[config.mk]
export PLATFORM = sky130hd
export DESIGN_NAME = router_fifo
export DESIGN_NICKNAME = d
export VERILOG_FILES = /design/src/rtl/router_fifo.sv
export SDC_FILE = /design/constraint.sdc
export NUM_CORES = 1
export LEC_CHECK = 0
export ABC_AREA = 1
export ABC_CLOCK_PERIOD_IN_PS = 2400
export BUFFER_PORTS_ARGS = -buffer_cell sky130_fd_sc_hd__buf_4
export CAP_MARGIN = 20
export CORE_ASPECT_RATIO = 1.2
export CORE_MARGIN = 5
export CORE_UTILIZATION = 59
export DETAILED_ROUTE_END_ITERATION = 8
export PLACE_DENSITY_LB_ADDON = 0.08
export SLEW_MARGIN = 20
export SYNTH_ARGS = -nofsm -noshare
export SYNTH_HDL_FRONTEND = slang
export SYNTH_SLANG_ARGS = --single-unit
[constraint.sdc]
create_clock -name clk -period 2.4 [get_ports clk]
set_clock_uncertainty 0.2 [all_clocks]
set_input_delay 0.12 -clock clk [delete_from_list [all_inputs] [get_ports clk]]
set_output_delay 0.12 -clock clk [all_outputs]
set_load 0.02 [all_outputs]
[src/rtl/router_fifo.sv]
// ---------------------------------------------------------------------------
// router_fifo
//   Output FIFO of a packet router. Each entry is stored as {header_flag,
//   data}. A read-side packet counter (pkt_cnt) tracks how many bytes of the
//   current packet are still to be read. When no packet is in progress and
//   nothing is read, dout drops to its idle value.
//
//   The header length field is din[WIDTH-1:2]. A packet occupies
//   1 header + length payload + 1 parity byte. Reading the header loads
//   pkt_cnt with length + 1, which covers the payload and the parity byte.
//
// Configuration macro:
//   ROUTER_FIFO_HIZ_EN
//     Defined   : dout is all-Z when idle. After rst, dout is 0.
//     Undefined : dout is 0 when idle. The block contains no tristate logic.
//
// Ports:
//   clk        rising-edge clock
//   rst        synchronous active-low reset; clears memory, pointers and
//              pkt_cnt, and sets dout to 0
//   soft_reset synchronous flush; zeroes the pointers and pkt_cnt, sets dout
//              to idle, leaves memory untouched
//   wr_en      write request
//   lfd_state  marks the current write word as a packet header
//   din        write data [WIDTH]
//   rd_en      read request
//   dout       registered read data [WIDTH], one cycle after the read
//   full       FIFO holds DEPTH entries (combinational)
//   empty      FIFO holds no entries (combinational)
// ---------------------------------------------------------------------------
module router_fifo #(
  parameter int WIDTH = 8,
  parameter int DEPTH = 16
) (
  input  logic             clk,
  input  logic             rst,
  input  logic             soft_reset,
  input  logic             wr_en,
  input  logic             lfd_state,
  input  logic [WIDTH-1:0] din,
  input  logic             rd_en,
  output logic [WIDTH-1:0] dout,
  output logic             full,
  output logic             empty
);

  localparam int AW = $clog2(DEPTH);

  logic [WIDTH:0]   mem [DEPTH];
  logic [AW:0]      wr_ptr;
  logic [AW:0]      rd_ptr;
  logic [6:0]       pkt_cnt;
  logic [WIDTH-1:0] dout_q;
  logic             wr_ok;
  logic             rd_ok;
  logic [WIDTH:0]   rd_word;
  logic [WIDTH-3:0] rd_len;

  // The extra MSB on each pointer tells full and empty apart when the
  // index bits are equal.
  assign empty   = (wr_ptr == rd_ptr);
  assign full    = (wr_ptr[AW] != rd_ptr[AW]) &&
                   (wr_ptr[AW-1:0] == rd_ptr[AW-1:0]);
  assign wr_ok   = wr_en && !full;
  assign rd_ok   = rd_en && !empty;
  assign rd_word = mem[rd_ptr[AW-1:0]];
  assign rd_len  = rd_word[WIDTH-1:2];

  // NOTE: the storage array is cleared by the hard reset, so it is built
  // from flops rather than a RAM macro. soft_reset does not clear it.
  always_ff @(posedge clk) begin
    if (!rst) begin
      for (int i = 0; i < DEPTH; i++) mem[i] <= '0;
    end else if (!soft_reset && wr_ok) begin
      mem[wr_ptr[AW-1:0]] <= {lfd_state, din};
    end
  end

  // NOTE: all state is updated with non-blocking assignments, so every
  // branch below sees the pre-edge pointers and counter.
  always_ff @(posedge clk) begin
    if (!rst || soft_reset) begin
      wr_ptr  <= '0;
      rd_ptr  <= '0;
      pkt_cnt <= '0;
    end else begin
      if (wr_ok) wr_ptr <= wr_ptr + 1'b1;
      if (rd_ok) begin
        rd_ptr <= rd_ptr + 1'b1;
        if (rd_word[WIDTH])
          pkt_cnt <= 7'(rd_len) + 7'd1;
        else if (pkt_cnt != '0)
          pkt_cnt <= pkt_cnt - 7'd1;
      end
    end
  end

`ifdef ROUTER_FIFO_HIZ_EN
  // The idle state is carried by an output enable. dout_q only holds data,
  // so the flops never store Z.
  logic dout_oe;

  always_ff @(posedge clk) begin
    if (!rst) begin
      dout_q  <= '0;
      dout_oe <= 1'b1;
    end else if (soft_reset) begin
      dout_oe <= 1'b0;
    end else if (rd_ok) begin
      dout_q  <= rd_word[WIDTH-1:0];
      dout_oe <= 1'b1;
    end else if (pkt_cnt == '0) begin
      dout_oe <= 1'b0;
    end
  end

  assign dout = dout_oe ? dout_q : {WIDTH{1'bz}};
`else
  always_ff @(posedge clk) begin
    if (!rst || soft_reset) begin
      dout_q <= '0;
    end else if (rd_ok) begin
      dout_q <= rd_word[WIDTH-1:0];
    end else if (pkt_cnt == '0) begin
      dout_q <= '0;
    end
  end

  assign dout = dout_q;
`endif

endmodule

==> impl.org <==
** Outcome
- Outcome :: finished, final reports clean

** Clock network
- Clock slew at reported path FFs :: roughly 0.060 ns
- Clock latency reported for the late side of the worst-skew pair :: between 0.4 and 0.5 ns
- # clock sinks :: roughly 170
- CTS placed an instance of sky130_fd_sc_hd__clkbuf_16 at the clock tree root.
- In this run, CTS created clock tree buffers numbering 17.
- TritonCTS built the clock tree.
- In this run the number of H-tree levels came out at 4.
- The clock passes through at most 2 buffers.

** Floorplan
- Die Wd :: roughly 120 um
- IO Pins :: 24
- In this run the core area contains 47 standard-cell rows.
- Full die area :: around 16000 sq um
- Die Span Y :: about 140 um
- For this configuration, the core starts out at a cell density of between 60% and 70%.
- Core outline area :: 13760 sq um

** Timing
- Minimum hold slack :: 0.03260 ns
- After layout, the minimum clock period comes to 2.263 ns.
- Final max-slew violation count :: 0
- Setup total negative slack on the finished layout was measured at 0 ns.
- Number of hold violations in the final report :: 0
- Fmax achieved :: 441.8 MHz
- In the finished design, the share of the clock period the worst path needs comes to ~94%.
- Pin slew with the least headroom to its limit :: 0.8692 ns
- After layout, the worst setup slack is 0.1368 ns.
- Setup repair after global routing missed its margin :: no
- Measured against its own limit, the worst slew margin works out to 41.99%.
- Setup violations remaining at the end of the flow were counted as 0.

** Placed design
- Worst slack at placement :: approximately 0.045 ns
- IO buf count :: 23
- GP Congestion :: between 0.9 and 1
- Once placement finished, the instance area stood at slightly below 9000 sq um.
- Placed wire-length estimate after detailed placement :: ~14000 um
- Counting tap cells, the placed design contains a total of 1105 instances.

** Worst setup path
- Crit-path most repeated cell :: sky130_fd_sc_hd__nand3_1
- Worst endpoint data arrival time :: 2.38 ns
- Data on the critical path is required at its endpoint by between 2 and 3 ns.
- Delay contributed by the slowest stage of the critical path :: between 0.3 and 0.4 ns
- For the worst flop-to-flop path, the logic depth is 10.
- Critical-path cell list :: buf_4 -> nand3_1 -> nand3_1 -> nand3_1 -> nand2_1 -> ha_1 -> a21boi_1 -> nand2_1 -> nand3_1 -> a21oi_1
- The endpoint identified for the worst register-to-register timing path is pkt_cnt[4]$_SDFFE_PP0P_.
- In this run the worst path has a maximum fanout of 26.
- Number of buffers and inverters on the critical path :: 1
- Critical Setup Path Class :: reg -> reg
- Kind of cell adding the most delay to the critical path :: simple AND/OR/NAND/NOR gates
- Setup slack of the worst register-to-register path :: around 0.14 ns
- Nature of the critical path endpoint :: register
- Critical path's slowest cell :: sky130_fd_sc_hd__dfxtp_1
- Type of origin of the critical path :: register

** Routing
- After detailed routing, the number of remaining DRC violations is 0.
- Wire length per cell :: approximately 18 um
- The pre-antenna-repair detailed-routing pass consisted of 6 iterations.
- Antenna Nets Post-Route :: 0
- In the routed layout, each cell is associated on average with a via count of 5.628.
- Final WL :: about 21000 um
- Across all layers, the routed design uses ~6400 vias.
- For this block, the initial DRC count from the detailed router was 635.

** Pwr
- Of the total power, registers draw about half.
- Dividing total power by cell area gives a power density of around 700 nW/um^2.
- In this run switching power makes up around 23% of total power.
- Internal power consumption :: 5.138 mW
- Combinational group share of total power :: under 10%
- Peak VDD IR :: approximately 0.00048 V
- Part of the power in the clock network :: 41.3%
- Total power after layout :: 6.662 mW
- Summed over all cells, the static leakage comes to roughly 4.2 nW.
- In this run the power spent charging and discharging nets is between 1.5 and 2 mW.

** Layout
- Of the cells placed in the final design, the portion with a size suffix greater than 1 is 14.93%.
- Final cell count without fillers :: 1142
- Cells fill between 60% and 70% of the core in the end.
- At the end of the flow, the number of nets in the layout was about 1000.
- Area Growth Syn to Fin :: 14.77%
- The number of antenna diodes in the final layout is 0.
- The finished cells cover between 9000 and 10000 sq um.

** Global route
- Maximum number of pins on one net before global-route repair :: 38
- The via count of the first global-routing pass came to slightly above 6000.
- After global routing the overflow that remains totals 0.
- The number of antenna violations at the first check in global routing was 0.
- Across every metal layer, demand over resource in global routing totals 25.58%.
- met2 is the most crowded layer.
- Global routing consumed, on the met1 layer, around a third of the routing resources.
- Global-route wire length before repair :: approximately 32000 um
- Met3 Use GR :: approximately 5%
- Global Route met2 Usage :: a little over 40%

** Synthesis
- Synth area leader :: sky130_fd_sc_hd__edfxtp_1
- Sorting the synthesized cells by area gives the leading types as sky130_fd_sc_hd__edfxtp_1, sky130_fd_sc_hd__nand2_1, sky130_fd_sc_hd__nor2_1, sky130_fd_sc_hd__dfxtp_1, sky130_fd_sc_hd__nand3_1.
- Yosys warning total :: 0
- After synthesis the netlist holds a flip-flop and latch count of 173.
- Mapped Area :: approximately 8300 sq um
- Syn Nets :: approximately 930
- The top cell type by area accounts for between 50% and 60% of the synthesized area.
- A synthesized cell averages approximately 9.1 sq um.
- Unique masters post-synth :: 32
- After synthesis, flip-flops and latches occupy 59.33% of the total area.
- Syn Inst Count :: between 900 and 1000

** Hold path
- End of the worst hold path :: mem[3][3]$_SDFFCE_PN0P_
- Hold path start :: din[3]
- The tightest min-delay check is of the in -> reg type.
- The worst hold path passes through 4 cells.

** Flow run
- Number of maximum-capacitance violations :: 0
[repair_timing]
| item | CTS | global route |
|---|---|---|
| setup endpoints to repair | 0 | 147 |
| hold buffers | 5 | 0 |
| setup buffers | 0 | 0 |
| resized for setup | 0 | 20 |
| hold endpoints to repair | 27 | 0 |
[worst reg2reg max path: stages, from the launching register on]
cell and delay [ns]:
sky130_fd_sc_hd__dfxtp_1 0.39, sky130_fd_sc_hd__buf_4 0.36, sky130_fd_sc_hd__nand3_1 0.18, sky130_fd_sc_hd__nand3_1 0.13, sky130_fd_sc_hd__nand3_1 0.09, sky130_fd_sc_hd__nand2_1 0.10, sky130_fd_sc_hd__ha_1 0.20, sky130_fd_sc_hd__a21boi_1 0.28
sky130_fd_sc_hd__nand2_1 0.09, sky130_fd_sc_hd__nand3_1 0.08, sky130_fd_sc_hd__a21oi_1 0.06
[sequential cells by signal (all words and copies together), names as in the netlist, named ones only]
register	count
wr_ptr	5
mem	144
rd_ptr	5
pkt_cnt	7
dout	8
[power groups by stage]
stage | Combinational [mW] | Sequential, mW | Clock [mW]
final | 0.528 | 3.38 | 2.75
after global placement | 0.496 | 3.44 | 0
after floorplan | 0.331 | 3.43 | 0
after detailed placement | 0.506 | 3.45 | 0
after global routing | 0.576 | 3.39 | 2.90
after CTS | 0.517 | 3.38 | 2.77
[area by class of cell]
type	instances	area, sq um
repair buffers	70	588.1
multi-input cells	615	2888
fillers	1101	4273
flip-flops and latches	173	4906
inverters	81	310.3
well taps	171	214.0
clock inverters	10	137.6
clock buffers	22	444.2
[how the worst max path moves through the flow]
stage | end | cells past startpoint
2_1_floorplan | mem[0][0]$_SDFFCE_PN0P_ | 11
3_3_place_gp | mem[15][7]$_SDFFCE_PN0P_ | 10
3_5_place_dp | mem[13][7]$_SDFFCE_PN0P_ | 10
4_1_cts | mem[13][4]$_SDFFCE_PN0P_ | 10
5_1_grt | pkt_cnt[6]$_SDFFE_PP0P_ | 9
6_report | pkt_cnt[4]$_SDFFE_PP0P_ | 10
[cells in the mapped netlist]
master,count
sky130_fd_sc_hd__buf_1,3
sky130_fd_sc_hd__edfxtp_1,144
sky130_fd_sc_hd__a21oi_1,35
sky130_fd_sc_hd__nand4_1,2
sky130_fd_sc_hd__o211ai_1,6
sky130_fd_sc_hd__or2_4,1
sky130_fd_sc_hd__nand2_4,13
sky130_fd_sc_hd__xor2_1,5
sky130_fd_sc_hd__buf_2,16
sky130_fd_sc_hd__o21ai_1,6
sky130_fd_sc_hd__nand2_1,220
sky130_fd_sc_hd__nor3_1,4
sky130_fd_sc_hd__nor2_8,3
sky130_fd_sc_hd__buf_6,3
sky130_fd_sc_hd__nor2_4,1
sky130_fd_sc_hd__dfxtp_1,29
sky130_fd_sc_hd__nor2_1,186
sky130_fd_sc_hd__nor2_2,3
sky130_fd_sc_hd__ha_1,7
sky130_fd_sc_hd__xnor2_1,3
sky130_fd_sc_hd__clkbuf_1,14
sky130_fd_sc_hd__a21boi_1,1
sky130_fd_sc_hd__a22oi_1,6
sky130_fd_sc_hd__nand2_2,8
sky130_fd_sc_hd__a211oi_1,1
sky130_fd_sc_hd__nor3b_1,1
sky130_fd_sc_hd__clkinv_1,3
sky130_fd_sc_hd__buf_4,5
sky130_fd_sc_hd__o21ai_0,19
sky130_fd_sc_hd__nand3_1,84
sky130_fd_sc_hd__inv_1,71
sky130_fd_sc_hd__inv_2,7
[logic make-up after synthesis]
group	after synthesis	share of synthesized area, %
simple gates	526	27.58
flops	173	59.33
buf+inv	122	6.281
compound gates	74	4.904
xor+xnor	8	0.8476
fa+ha+maj	7	1.059
[placed cells by master (no fill, tap or decap), types with 2 or more instances in the layout]
cell,synthesis,final
sky130_fd_sc_hd__a22oi_1,6,6
sky130_fd_sc_hd__clkinv_1,3,3
sky130_fd_sc_hd__nor3_1,4,4
sky130_fd_sc_hd__o21ai_1,6,6
sky130_fd_sc_hd__inv_2,7,6
sky130_fd_sc_hd__nand2_4,13,14
sky130_fd_sc_hd__o211ai_1,6,6
sky130_fd_sc_hd__nor2_8,3,3
sky130_fd_sc_hd__nor2_1,186,186
sky130_fd_sc_hd__clkbuf_1,14,5
sky130_fd_sc_hd__buf_12,0,4
sky130_fd_sc_hd__nand3_1,84,84
sky130_fd_sc_hd__clkinvlp_4,0,2
sky130_fd_sc_hd__nor2_2,3,3
sky130_fd_sc_hd__ha_1,7,7
sky130_fd_sc_hd__dlygate4sd3_1,0,5
sky130_fd_sc_hd__xor2_1,5,5
sky130_fd_sc_hd__edfxtp_1,144,144
sky130_fd_sc_hd__nand2_1,220,204
sky130_fd_sc_hd__nand4_1,2,2
sky130_fd_sc_hd__o21ai_0,19,19
sky130_fd_sc_hd__xnor2_1,3,3
sky130_fd_sc_hd__dfxtp_1,29,28
sky130_fd_sc_hd__clkbuf_16,0,17
sky130_fd_sc_hd__clkinv_2,0,2
sky130_fd_sc_hd__a21oi_1,35,35
sky130_fd_sc_hd__inv_6,0,2
sky130_fd_sc_hd__buf_4,5,61
sky130_fd_sc_hd__nand2_2,8,23
sky130_fd_sc_hd__inv_1,71,71
sky130_fd_sc_hd__bufinv_16,0,3
[layer usage]
| metal | share of wire [%] | vias to the layer above | wire length (um) |
|---|---|---|---|
| met1 | 40 | 3032 | 8259 |
| met4 | 3.4 | 0 | 702 |
| met5 | 0 | - | 0 |
| met2 | 49 | 283 | 10110 |
| met3 | 7.9 | 49 | 1638 |
| li1 | - | 3063 | - |
No activity file was read; power rests on OpenSTA's default activity.
